===== config.mk =====
export PLATFORM = sky130hd
export DESIGN_NAME = fetch_pc_unit
export DESIGN_NICKNAME = d
export VERILOG_FILES = /design/src/rtl/fetch_pc_unit.sv
export SDC_FILE = /design/constraint.sdc
export NUM_CORES = 1
export LEC_CHECK = 0
export ABC_AREA = 0
export ABC_CLOCK_PERIOD_IN_PS = 11400
export CAP_MARGIN = 15
export CORE_ASPECT_RATIO = 0.7
export CORE_MARGIN = 2
export CORE_UTILIZATION = 50
export CTS_BUF_LIST = sky130_fd_sc_hd__clkbuf_16
export DETAILED_ROUTE_END_ITERATION = 12
export GPL_ROUTABILITY_DRIVEN = 0
export PLACE_DENSITY = 0.9
export SLEW_MARGIN = 30
export SYNTH_ARGS = -nofsm -noshare
export SYNTH_HDL_FRONTEND = slang
export SYNTH_SLANG_ARGS = --single-unit

===== constraint.sdc =====
create_clock -name clk -period 11.4 [get_ports clk]
set_input_delay 1.71 -clock clk [delete_from_list [all_inputs] [get_ports clk]]
set_output_delay 1.71 -clock clk [all_outputs]
set_load 0.01 [all_outputs]

===== src/rtl/fetch_pc_unit.sv =====
// Fetch-stage PC and IF/ID pipeline register for the five-stage MIPS core.
// Resolves decode-stage redirects (one delay slot) and flags misaligned targets.
module fetch_pc_unit #(
  parameter logic [31:0] RESET_PC = 32'h0000_3000,
  parameter logic [31:0] NOP_WORD = 32'h0000_0000
) (
  input  logic        clk,
  input  logic        reset,
  input  logic        stall,
  input  logic [1:0]  mpcf,
  input  logic [2:0]  npc_sel,
  input  logic [31:0] rd1,
  input  logic [31:0] imem_rdata,
  output logic [31:0] imem_addr,
  output logic [31:0] pc_f,
  output logic [31:0] ir_d,
  output logic [31:0] pc_d,
  output logic [31:0] pc8_d,
  output logic        adel
);

  localparam logic [1:0] PC_NPC = 2'b01;
  localparam logic [1:0] PC_RD1 = 2'b10;

  localparam logic [2:0] NPC_BEQ = 3'b001;
  localparam logic [2:0] NPC_JAL = 3'b010;
  localparam logic [2:0] NPC_JR  = 3'b011;
  localparam logic [2:0] NPC_J   = 3'b100;

  logic [31:0] pc_f_q, pc_f_d;
  logic [31:0] ir_d_q, ir_d_d;
  logic [31:0] pc_d_q, pc_d_d;
  logic        adel_q, adel_d;

  logic [31:0] pc4;
  logic [31:0] beq_target;
  logic [31:0] j_target;
  logic [31:0] target;
  logic        redirect;

  // Targets come from the branch sitting in D, not from the instruction in F.
  always_comb begin
    pc4        = pc_d_q + 32'd4;
    beq_target = pc4 + {{14{ir_d_q[15]}}, ir_d_q[15:0], 2'b00};
    j_target   = {pc4[31:28], ir_d_q[25:0], 2'b00};
  end

  always_comb begin
    redirect = 1'b0;
    target   = pc_f_q + 32'd4;
    if (mpcf == PC_RD1) begin
      redirect = 1'b1;
      target   = rd1;
    end else if (mpcf == PC_NPC) begin
      case (npc_sel)
        NPC_BEQ: begin
          redirect = 1'b1;
          target   = beq_target;
        end
        NPC_JAL, NPC_J: begin
          redirect = 1'b1;
          target   = j_target;
        end
        NPC_JR: begin
          redirect = 1'b1;
          target   = rd1;
        end
        default: begin
          redirect = 1'b0;
          target   = pc_f_q + 32'd4;
        end
      endcase
    end
  end

  // A stalled edge holds everything, which also drops the redirect until decode re-presents it.
  always_comb begin
    pc_f_d = pc_f_q;
    ir_d_d = ir_d_q;
    pc_d_d = pc_d_q;
    adel_d = adel_q;
    if (!stall) begin
      pc_f_d = {target[31:2], 2'b00};
      ir_d_d = imem_rdata;
      pc_d_d = pc_f_q;
      if (redirect && (target[1:0] != 2'b00)) begin
        adel_d = 1'b1;
      end
    end
  end

  always_ff @(posedge clk) begin
    if (!reset) begin
      pc_f_q <= RESET_PC;
      ir_d_q <= NOP_WORD;
      pc_d_q <= RESET_PC - 32'd4;
      adel_q <= 1'b0;
    end else begin
      pc_f_q <= pc_f_d;
      ir_d_q <= ir_d_d;
      pc_d_q <= pc_d_d;
      adel_q <= adel_d;
    end
  end

  assign pc_f      = pc_f_q;
  assign imem_addr = pc_f_q;
  assign ir_d      = ir_d_q;
  assign pc_d      = pc_d_q;
  assign pc8_d     = pc_d_q + 32'd8;
  assign adel      = adel_q;

endmodule

After elaboration in Yosys (flattened, before gate mapping). Index checks and enable logic that the tools add are counted.

Register bits after elaboration: 93. Input bits: 72. Logic and storage cells: 26. Output and inout bits: 161.

Reductions and logical operators: 5. Add/sub/neg operators: 4. Bitwise logic cells: 1. Muxes and demuxes: 6. Equal/unequal tests: 6.

Operators with widths (number): case mux 32 bit (3 select lines) (1); adder 32 x 3 -> 32 bit, second input constant (2); 2-to-1 mux 32 bit (2); adder 32 bit (1); adder 32 x 4 -> 32 bit, second input constant (1); equality test 3 x 2 -> 1 bit, second input constant (2); OR reduction 4 bit (1); equality test 3 x 1 -> 1 bit, second input constant (1); equality test 3 bit, second input constant (1); 2-to-1 mux 1 bit (3); equality test 2 x 1 -> 1 bit, second input constant (1); equality test 2 bit, second input constant (1); AND reduction 2 bit (1); nonzero test 2 bit (1); OR reduction 2 bit (1); logical AND 1 bit (1); inverter 1 bit (1).

Depth between registers and ports, before layout. Gate-level depths: netlist of the first run.

Depth in word-level cells: 8. Mapped depth: 16. Depth with buffers taken out: 16.

Worst setup path after synthesis of the first run. No wires, ideal clock.

Kind: register -> output. From: reg pc_d_q[4], in the netlist pc_d[4]. To: out pc8_d[29]. Arrival time: 2181 ps. Cell stages (with the launch flop): 8. Setup slack: 7509 ps. Buffers on the path: 0. Required time: 9690 ps. Path through: dfxtp_1 ha_1 and3_1 nand3_1 nor4_1 and3_1 nand3_1 xnor2_1.

Word-level cells in the longest chain between the ends: 1.

Ends and longest elaborated chain: start, declared (RTL line 32) `logic [31:0] pc_d_q, pc_d_d;`; start signal, assigned (RTL line 96) `pc_d_q <= RESET_PC - 32'd4;`; start signal, assigned (RTL line 101) `pc_d_q <= pc_d_d;`; adder 32 x 4 -> 32 bit (RTL line 110) `assign pc8_d = pc_d_q + 32'd8;`; end, declared (RTL line 18) `output logic [31:0] pc8_d,`.

Every way passes these cells.

Worst setup path in the final report of the first run.
From: reg pc_d_q[5], in the netlist pc_d[5]. To: out pc8_d[26].

Same word-level chain as after synthesis.

==> results.py, run 1 <==
metrics = {
    "pwr": {
        "swShare_pct": 34.4,
        "comb_power_share_pct": 33.0,
        "pwr-share-seq_pct": 38.0,
        "leakage_nw": 3.98,
        "intPower_mw": 0.677,
        "ir_drop_mv": 0.0698,
        "pwr-share-clk_pct": 29.0,
        "p_sw_mw": 0.355,
        "p_per_area_mw_per_mm2": 103,
    },
    "floorplanning": {
        "fp.dieW_microns": 152,
        "num_rows": 37,
        "dieHeight_microns": 108,
        "core_sq_mm": 0.0149,
        "io_pins": 233,
        "die_area_sq_mm": 0.0164,
        "start_util_pct": 51.6,
    },
    "worst_setup_path": {
        "cp.arrival_ps": 3490,
        "crit_fanout": 10,
        "end_kind": "output pin",
        "required_ps": 9690,
        "critPathLaunchType": "register",
        "path_class": "register to output pin",
    },
    "synth": {
        "yosysSeqAreaShare_pct": 24.3,
        "synth_area_sq_mm": 0.00767,
        "ys_async_sr_fraction_pct": 0,
        "synth_edf_count": 0,
        "synth.distinct_cells": 60,
        "synth_cells": 998,
        "synth_area_per_cell_sq_um": 7.69,
        "synth_seq_cells": 93,
        "synth_ff_type": "dfxtp_1",
        "synth_warnings": 0,
    },
    "outcome": {
        "outcome": "completed",
    },
    "timing": {
        "min_period_over_period_pct": 45.6,
        "fmax_mhz": 192,
        "skew_ps": 8.67,
        "drv_slew": 0,
        "period_minus_slack_ps": 5200,
        "tightestPinTransition_ps": 1030,
        "finalSetupTns_ps": 0,
        "relSlewSlack_pct": 31.2,
        "rsz0062_at_grt": "no",
        "finalHoldViolCount": 0,
        "setup_viol": 0,
    },
    "cts": {
        "post_cts_buffers": 0,
        "clock-root-buffer": "clkbuf_16",
        "cts.clk_slew.worst_paths_ps": 70,
        "tritoncts": "built",
        "worstSkewPairLatency_ps": 350,
        "postCtsResizedCells": 0,
        "htree_num_levels": 3,
        "cts_hold_buf": 0,
        "cts.sinks": 93,
        "cts_buffers": 9,
        "cts_buffer_depth": 2,
    },
    "min_path": {
        "holdCritPathClass": "register to register",
    },
    "place": {
        "dp_hpwl_microns": 20500,
        "io_buffers": 224,
        "place_area_sq_mm": 0.00969,
    },
    "routing": {
        "final_antenna_net_count": 0,
        "drtIter0Drc": 1174,
        "dr.pass1.iters": 8,
        "vias": 8453,
        "wire_per_inst_microns": 20.8,
        "drc": 0,
        "wl_microns": 27800,
        "via_per_inst": 6.32,
    },
    "layout": {
        "synthToLayoutAreaGrowth_pct": 30.0,
        "antenna-diode-count": 0,
        "fin_area_sq_mm": 0.00997,
        "post-route-util_pct": 67.1,
        "drive_gt1_share_pct": 3.32,
        "nFillCells": 1227,
        "nNetsFinal": 1248,
    },
    "job": {
        "drv_cap": 0,
    },
    "global_routing": {
        "antenna_found_initial": 0,
        "grt_pass1_vias": 7605,
        "grt_pass1_wl_microns": 42100,
        "grt_overflow": 0,
        "grtUsageTotal_pct": 32.5,
        "grt_max_degree": 63,
    },
}
cell usage in the layout, fill, tap and decap left out, types with 5 or more instances in the layout:
master	instances
a211oi_1	12
inv_1	16
clkdlybuf4s50_1	223
nor4_1	6
and3_1	18
or3_1	8
a221oi_1	30
conb_1	8
buf_4	8
a21oi_1	66
dfxtp_1	93
and4_1	9
o31ai_1	5
xnor2_1	58
ha_1	36
o21ai_0	58
nand4_1	23
and2_1	10
mux2i_1	62
a31oi_1	7
xor2_1	43
clkbuf_16	9
nor2b_1	5
nand3_1	36
o211ai_1	8
nor2_1	102
a21o_1	18
nor3_1	24
nand2_1	81
sequential cells by signal (all words and copies together) (netlist names):
signal     count
pc_d          30
imem_addr     30
ir_d          32
adel           1
through the flow:
stage / power (mW) / hold slack, ps / worst slack, ps / std cells
detailed placement: 0.726 / 473 / 6650 / 1323
CTS: 1.02 / 489 / 6250 / 1338
floorplan: 0.580 / 503 / 7510 / 1005
global placement: 0.718 / 455 / 6730 / 1323
global route: 1.07 / 499 / 5970 / 1338
finish: 1.03 / 493 / 6200 / 1338
area by class of cell:
class	count	area (sq um)	area share (%)
clock inverter	6	57.6	0.577
tap	195	244	2.45
clock buffer	9	225	2.26
timing repair buffer	231	2290	23.0
sequential	93	1860	18.7
multi-input combinational	788	5230	52.5
inverter	16	60.1	0.602
path summary, 6_finish.rpt:
kind	depth (start not counted)	from	slack, ps	endpoint
setup / recovery	8	pc_d[5]$_SDFFE_PN1N_	6200	pc8_d[26]
hold / removal	2	adel$_SDFFE_PN0P_	490	adel$_SDFFE_PN0P_
setup reg to reg	13	pc_d[2]$_SDFFE_PN1N_	6760	imem_addr[25]$_SDFFE_PN0N_
hold reg to reg	2	adel$_SDFFE_PN0P_	490	adel$_SDFFE_PN0P_
kinds of logic after synthesis:
family	synth area share (%)
flip-flops	24.3
AND/OR/NAND/NOR	21.3
buffers and inverters	8.07
AO/OA/AOI/OAI	20.2
multiplexers	8.39
XOR/XNOR	11.5
adder cells (fa/ha/maj)	6.13
other	0.0489
synthesized netlist by cell type, drive strengths merged, types with 2 or more instances:
master / instances / area share, %
o21a: 4 / 0.39
nor4: 7 / 0.65
xnor2: 58 / 6.6
xor2: 43 / 4.9
mux2i: 62 / 8.1
nor3: 25 / 1.6
nand2b: 4 / 0.33
a311oi: 3 / 0.34
a31oi: 7 / 0.57
o21ai: 59 / 3.8
a21o: 18 / 1.8
and4: 9 / 1.0
a221oi: 30 / 3.4
a21oi: 66 / 4.3
o31ai: 5 / 0.49
a41oi: 2 / 0.23
or4: 2 / 0.20
a221o: 4 / 0.52
nand4: 24 / 2.0
and3: 18 / 1.5
or3: 9 / 0.80
buf: 51 / 4.5
ha: 36 / 5.9
o2111ai: 2 / 0.23
and2: 10 / 0.82
a211o: 2 / 0.23
nand2: 81 / 4.0
or2: 4 / 0.33
dfxtp: 93 / 24
nor2b: 7 / 0.57
o211ai: 8 / 0.78
a32oi: 2 / 0.23
clkbuf: 57 / 2.8
a222oi: 2 / 0.26
o22ai: 3 / 0.24
inv: 16 / 0.78
a211oi: 13 / 1.3
nor2: 103 / 5.0
nand3: 36 / 2.3
mux2: 2 / 0.29
layer usage:
metal	global-route usage (%)	vias up	part of all wire [%]
met5	0	-	0
met3	12.6	85	16
met4	7.61	0	2.8
met1	46.4	3850	42
met2	45.8	686	39
li1	-	3832	-
power by group through the flow:
| stage | combinational, mW | sequential (mW) | clock (mW) |
|---|---|---|---|
| 2_1_floorplan | 0.194 | 0.386 | 0 |
| 3_3_place_gp | 0.323 | 0.395 | 0 |
| 3_5_place_dp | 0.330 | 0.396 | 0 |
| 4_1_cts | 0.333 | 0.389 | 0.301 |
| 5_1_grt | 0.361 | 0.394 | 0.313 |
| 6_report | 0.341 | 0.392 | 0.299 |
worst max-delay path, stage by stage (launching register included):
cell and delay (ps):
dfxtp_1 530, and3_1 260, nand3_1 190, nor3_1 390, nand2_1 170, nor3_1 670
nand2_1 170, xnor2_1 190, clkdlybuf4s50_1 560
(Power assumes the default switching activity.)
==> inputs of run 2 (changes only) <==
ABC_CLOCK_PERIOD_IN_PS = 4500   (was 11400)
CORE_UTILIZATION = 44   (was 50)
PLACE_DENSITY = 0.84   (was 0.9)
clock period = 4.5 ns   (was 11.4 ns; I/O delays follow)
==> results.py, run 2 (synthesis gave the netlist of run 1 again) <==
metrics = {
    "worst_setup_path": {
        "reg2reg_depth": 14,
        "critPathLaunchType": "register",
        "end_kind": "register",
        "required_ps": 4760,
        "reg2reg_slack_ps": 420,
        "r2r_end": "imem_addr[25]$_SDFFE_PN0N_",
        "crit_fanout": 8,
        "cp.arrival_ps": 4340,
        "reg2reg_from": "pc_d[4]$_SDFFE_PN1N_",
        "path_class": "register to register",
    },
    "routing": {
        "wl_microns": 28000,
        "via_per_inst": 6.08,
        "drtIter0Drc": 1178,
        "wire_per_inst_microns": 20.2,
        "dr.pass1.iters": 6,
        "final_antenna_net_count": 0,
        "vias": 8421,
        "drc": 0,
    },
    "timing": {
        "period_minus_slack_ps": 4080,
        "fin_ws_ps": 423,
        "min_period_over_period_pct": 90.6,
        "rsz0062_at_grt": "no",
        "relSlewSlack_pct": 34.7,
        "skew_ps": 6.30,
        "finalHoldViolCount": 0,
        "finalSetupTns_ps": 0,
        "fmax_mhz": 245,
        "setup_viol": 0,
        "tightestPinTransition_ps": 973,
        "drv_slew": 0,
        "hold_slack_ps": 479,
    },
    "cts": {
        "clock-root-buffer": "clkbuf_16",
        "tritoncts": "built",
        "worstSkewPairLatency_ps": 360,
        "cts.sinks": 93,
        "cts.clk_slew.worst_paths_ps": 70,
        "cts_hold_buf": 0,
        "cts_buffers": 9,
        "cts_buffer_depth": 2,
        "htree_num_levels": 3,
    },
    "place": {
        "io_buffers": 224,
        "dp_hpwl_microns": 20900,
        "dp_slack_ps": 323,
        "dp_cells": 1370,
    },
    "global_routing": {
        "grtUsageTotal_pct": 29.8,
        "grt_pass1_vias": 7766,
        "antenna_found_initial": 0,
        "grt_pass1_wl_microns": 43200,
        "grt_max_degree": 64,
        "grt_overflow": 0,
    },
    "layout": {
        "post-route-util_pct": 59.2,
        "antenna-diode-count": 0,
        "nFillCells": 1497,
        "final_cells": 1386,
        "largest_register_ffs": 32,
        "drive_gt1_share_pct": 4.42,
        "final_common_cell": "clkdlybuf4s50_1",
        "nNetsFinal": 1259,
        "synthToLayoutAreaGrowth_pct": 32.1,
        "layout_common_cells": "223 x clkdlybuf4s50_1, 102 x nor2_1, 93 x dfxtp_1",
    },
    "floorplanning": {
        "num_rows": 40,
        "die_area_sq_mm": 0.0185,
        "core_sq_mm": 0.0171,
        "io_pins": 233,
        "start_util_pct": 44.8,
        "dieHeight_microns": 114,
        "fp.dieW_microns": 162,
    },
    "min_path": {
        "holdPathStages": 2,
        "hold_end": "adel$_SDFFE_PN0P_",
        "holdCritPathClass": "register to register",
        "hold_start": "adel$_SDFFE_PN0P_",
    },
    "job": {
        "drv_cap": 0,
    },
    "outcome": {
        "outcome": "completed",
    },
    "pwr": {
        "leakage_nw": 4.04,
        "ir_drop_mv": 0.153,
        "p_per_area_mw_per_mm2": 264,
    },
}
==> run 2: cell types whose count changed in the layout (fill, tap and decap cells not counted), sizes merged <==
cell	change
clkinvlp	-1
buf	+11
bufinv	+1
inv	-2
clkinv	+3
==> run 2: routing by layer <==
layer | share of wire (%) | GRT usage [%]
met3 | 15 | 9.02
met1 | 44 | 43.3
met2 | 39 | 42.1
met5 | 0 | 0
met4 | 3.0 | 9.20
==> run 2: worst max-delay path: stages (launching register included) <==
cell	delay (ps)
dfxtp_1	450
ha_1	340
nand4_1	170
nor4_1	330
buf_4	200
nand2_1	80
xnor2_1	140
ha_1	400
a21o_1	230
a21o_1	210
a21o_1	180
a221oi_1	590
nand4_1	160
and4_1	230
a2111oi_2	260
==> run 2: final cells by class <==
class / instances / area, sq um / share of cell area (%)
multi-input combinational: 788 / 5240 / 51.7
timing repair buffer: 242 / 2370 / 23.4
sequential: 93 / 1860 / 18.4
tap: 231 / 289 / 2.85
clock buffer: 9 / 225 / 2.22
clock inverter: 7 / 81.3 / 0.803
inverter: 16 / 60.1 / 0.593
==> run 2: worst max-delay path by stage <==
| stage | startpoint | end | slack, ps | depth (start not counted) |
|---|---|---|---|---|
| 2_1_floorplan | pc_d[4]$_SDFFE_PN1N_ | imem_addr[29]$_SDFFE_PN0N_ | 730 | 16 |
| 3_3_place_gp | pc_d[4]$_SDFFE_PN1N_ | imem_addr[31]$_SDFFE_PN0N_ | 570 | 15 |
| 3_5_place_dp | pc_d[4]$_SDFFE_PN1N_ | imem_addr[27]$_SDFFE_PN0N_ | 320 | 15 |
| 4_1_cts | pc_d[4]$_SDFFE_PN1N_ | imem_addr[27]$_SDFFE_PN0N_ | 310 | 15 |
| 5_1_grt | pc_d[4]$_SDFFE_PN1N_ | imem_addr[25]$_SDFFE_PN0N_ | 100 | 14 |
| 6_report | pc_d[4]$_SDFFE_PN1N_ | imem_addr[25]$_SDFFE_PN0N_ | 420 | 14 |
==> run 2: power by group <==
group	internal [mW]	leakage, nW	total (mW)	switching (mW)
Sequential	0.876	0.767	0.992	0.116
Clock	0.479	0.155	0.816	0.337
Combinational	0.419	3.12	0.865	0.446
==> run 2: stage by stage <==
| stage | power [mW] | area (sq um) |
|---|---|---|
| final | 2.67 | 10100 |
| after detailed placement | 1.84 | 9810 |
| after CTS | 2.66 | 10100 |
| after global routing | 2.78 | 10100 |
| after floorplan | 1.47 | 7700 |
| after global placement | 1.83 | 9810 |
==> run 2: repair_timing <==
| action | in CTS | in global routing |
|---|---|---|
| gates resized for setup | 0 | 2 |
| endpoints found under the setup margin | 0 | 4 |
| setup buffers | 0 | 0 |
==> inputs of run 3 (changes only) <==
GPL_ROUTABILITY_DRIVEN = default   (was 0)
SKIP_LAST_GASP = 1   (was default)
==> results.py, run 3 (synthesis gave the netlist of run 1 again) <==
metrics = {
    "outcome": {
        "outcome": "completed",
    },
    "floorplanning": {
        "core_sq_mm": 0.0171,
        "io_pins": 233,
        "fp.dieW_microns": 162,
        "die_area_sq_mm": 0.0185,
        "start_util_pct": 44.8,
        "num_rows": 40,
        "dieHeight_microns": 114,
    },
    "layout": {
        "drive_gt1_share_pct": 4.66,
        "ff_latch_area_sq_mm": 0.00186,
        "antenna-diode-count": 0,
        "largest_register_ffs": 32,
        "layout_common_cells": "223 x clkdlybuf4s50_1, 102 x nor2_1, 93 x dfxtp_1",
        "multi_input_area_sq_mm": 0.00524,
        "fin_area_sq_mm": 0.0102,
        "synthToLayoutAreaGrowth_pct": 32.6,
        "nFillCells": 1557,
        "nNetsFinal": 1262,
        "final_common_cell": "clkdlybuf4s50_1",
    },
    "routing": {
        "wl_met1_microns": 12800,
        "wire_per_inst_microns": 20.4,
        "top_layer": "met4",
        "wl_microns": 28300,
        "vias": 8269,
        "dr.pass1.iters": 5,
        "met2_length_microns": 10900,
        "drtIter0Drc": 836,
        "via_per_inst": 5.95,
        "wl_met3_microns": 4000,
        "final_antenna_net_count": 0,
        "drc": 0,
    },
    "worst_setup_path": {
        "reg2reg_from": "pc_d[4]$_SDFFE_PN1N_",
        "cp.arrival_ps": 4330,
        "path_class": "register to register",
        "end_kind": "register",
        "required_ps": 4750,
        "startpoint": "pc_d[4]$_SDFFE_PN1N_",
        "critPathLaunchType": "register",
        "crit_fanout": 8,
    },
    "cts": {
        "clock-root-buffer": "clkbuf_16",
        "cts.clk_slew.worst_paths_ps": 70,
        "cts_buffer_depth": 2,
        "worstSkewPairLatency_ps": 360,
        "tritoncts": "built",
        "cts.sinks": 93,
        "cts_buffers": 9,
        "htree_num_levels": 3,
        "cts_hold_buf": 0,
    },
    "timing": {
        "finalHoldViolCount": 0,
        "relSlewSlack_pct": 33.3,
        "period_minus_slack_ps": 4090,
        "fmax_mhz": 245,
        "skew_ps": 11.4,
        "rsz0062_at_grt": "no",
        "finalSetupTns_ps": 0,
        "setup_viol": 0,
        "fin_ws_ps": 412,
        "min_period_over_period_pct": 90.9,
        "drv_slew": 0,
        "tightestPinTransition_ps": 999,
    },
    "global_routing": {
        "grt_overflow": 0,
        "grt_max_degree": 66,
        "grt_pass1_vias": 7484,
        "grtUsageTotal_pct": 29.7,
        "grt_pass1_wl_microns": 42600,
        "antenna_found_initial": 0,
    },
    "place": {
        "io_buffers": 224,
        "dp_hpwl_microns": 21600,
        "dp_slack_ps": 274,
        "gp_congestion": 1.00,
        "place_area_sq_mm": 0.00983,
    },
    "pwr": {
        "ir_drop_mv": 0.163,
        "p_per_area_mw_per_mm2": 266,
        "leakage_nw": 4.05,
        "finalPower_mw": 2.71,
    },
    "min_path": {
        "hold_start": "adel$_SDFFE_PN0P_",
        "holdCritPathClass": "register to register",
    },
    "job": {
        "drv_cap": 0,
    },
}
[run 3: worst max-delay path, cell delays in order, from the launching register on]
cell and delay (ps):
dfxtp_1 450, ha_1 330, and3_1 230, nand3_1 210
nor4_2 420, and3_1 290, nand2_1 90, xnor2_1 130
ha_1 440, and3_1 250, nand2_1 60, o31ai_1 420
a21oi_1 160, a31oi_2 290, or4_1 150, nand3_1 70
[run 3: repair_timing]
action / CTS / global route
gates resized for setup: 0 / 2
endpoints found under the setup margin: 0 / 1
setup buffers: 0 / 0
[run 3: area by class of cell]
cell class,count,area share (%)
Clock buffer,9,2.21
Clock inverter,7,0.947
Inverter,16,0.590
Multi-Input combinational cell,788,51.5
Sequential cell,93,18.3
Tap cell,231,2.84
Timing Repair Buffer,245,23.6
[run 3: worst paths after layout]
path	end	slack [ps]	cells after the start
worst max-delay path	imem_addr[31]$_SDFFE_PN0N_	410	15
worst min-delay path	adel$_SDFFE_PN0P_	470	2
worst max register to register	imem_addr[31]$_SDFFE_PN0N_	410	15
worst min register to register	adel$_SDFFE_PN0P_	470	2
[run 3: where the power goes]
group          total (mW)  internal (mW)  switching, mW
logic               0.872          0.421          0.451
registers           0.989          0.876          0.114
clock network       0.845          0.489          0.356
[run 3: stage by stage]
step / hold WS, ps / util (%) / std cells
floorplan: 503 / - / 1005
global placement: 451 / 57.4 / 1373
global route: 514 / 59.4 / 1389
CTS: 478 / 59.3 / 1389
detailed placement: 461 / 57.4 / 1373
finish: 471 / 59.4 / 1389
[run 3: per-layer routing]
metal  up-vias  GRT usage [%]
met5         -              0
met4         0           7.49
met3        47           11.6
met2       512           40.5
met1      3842           43.3
li1       3868              -
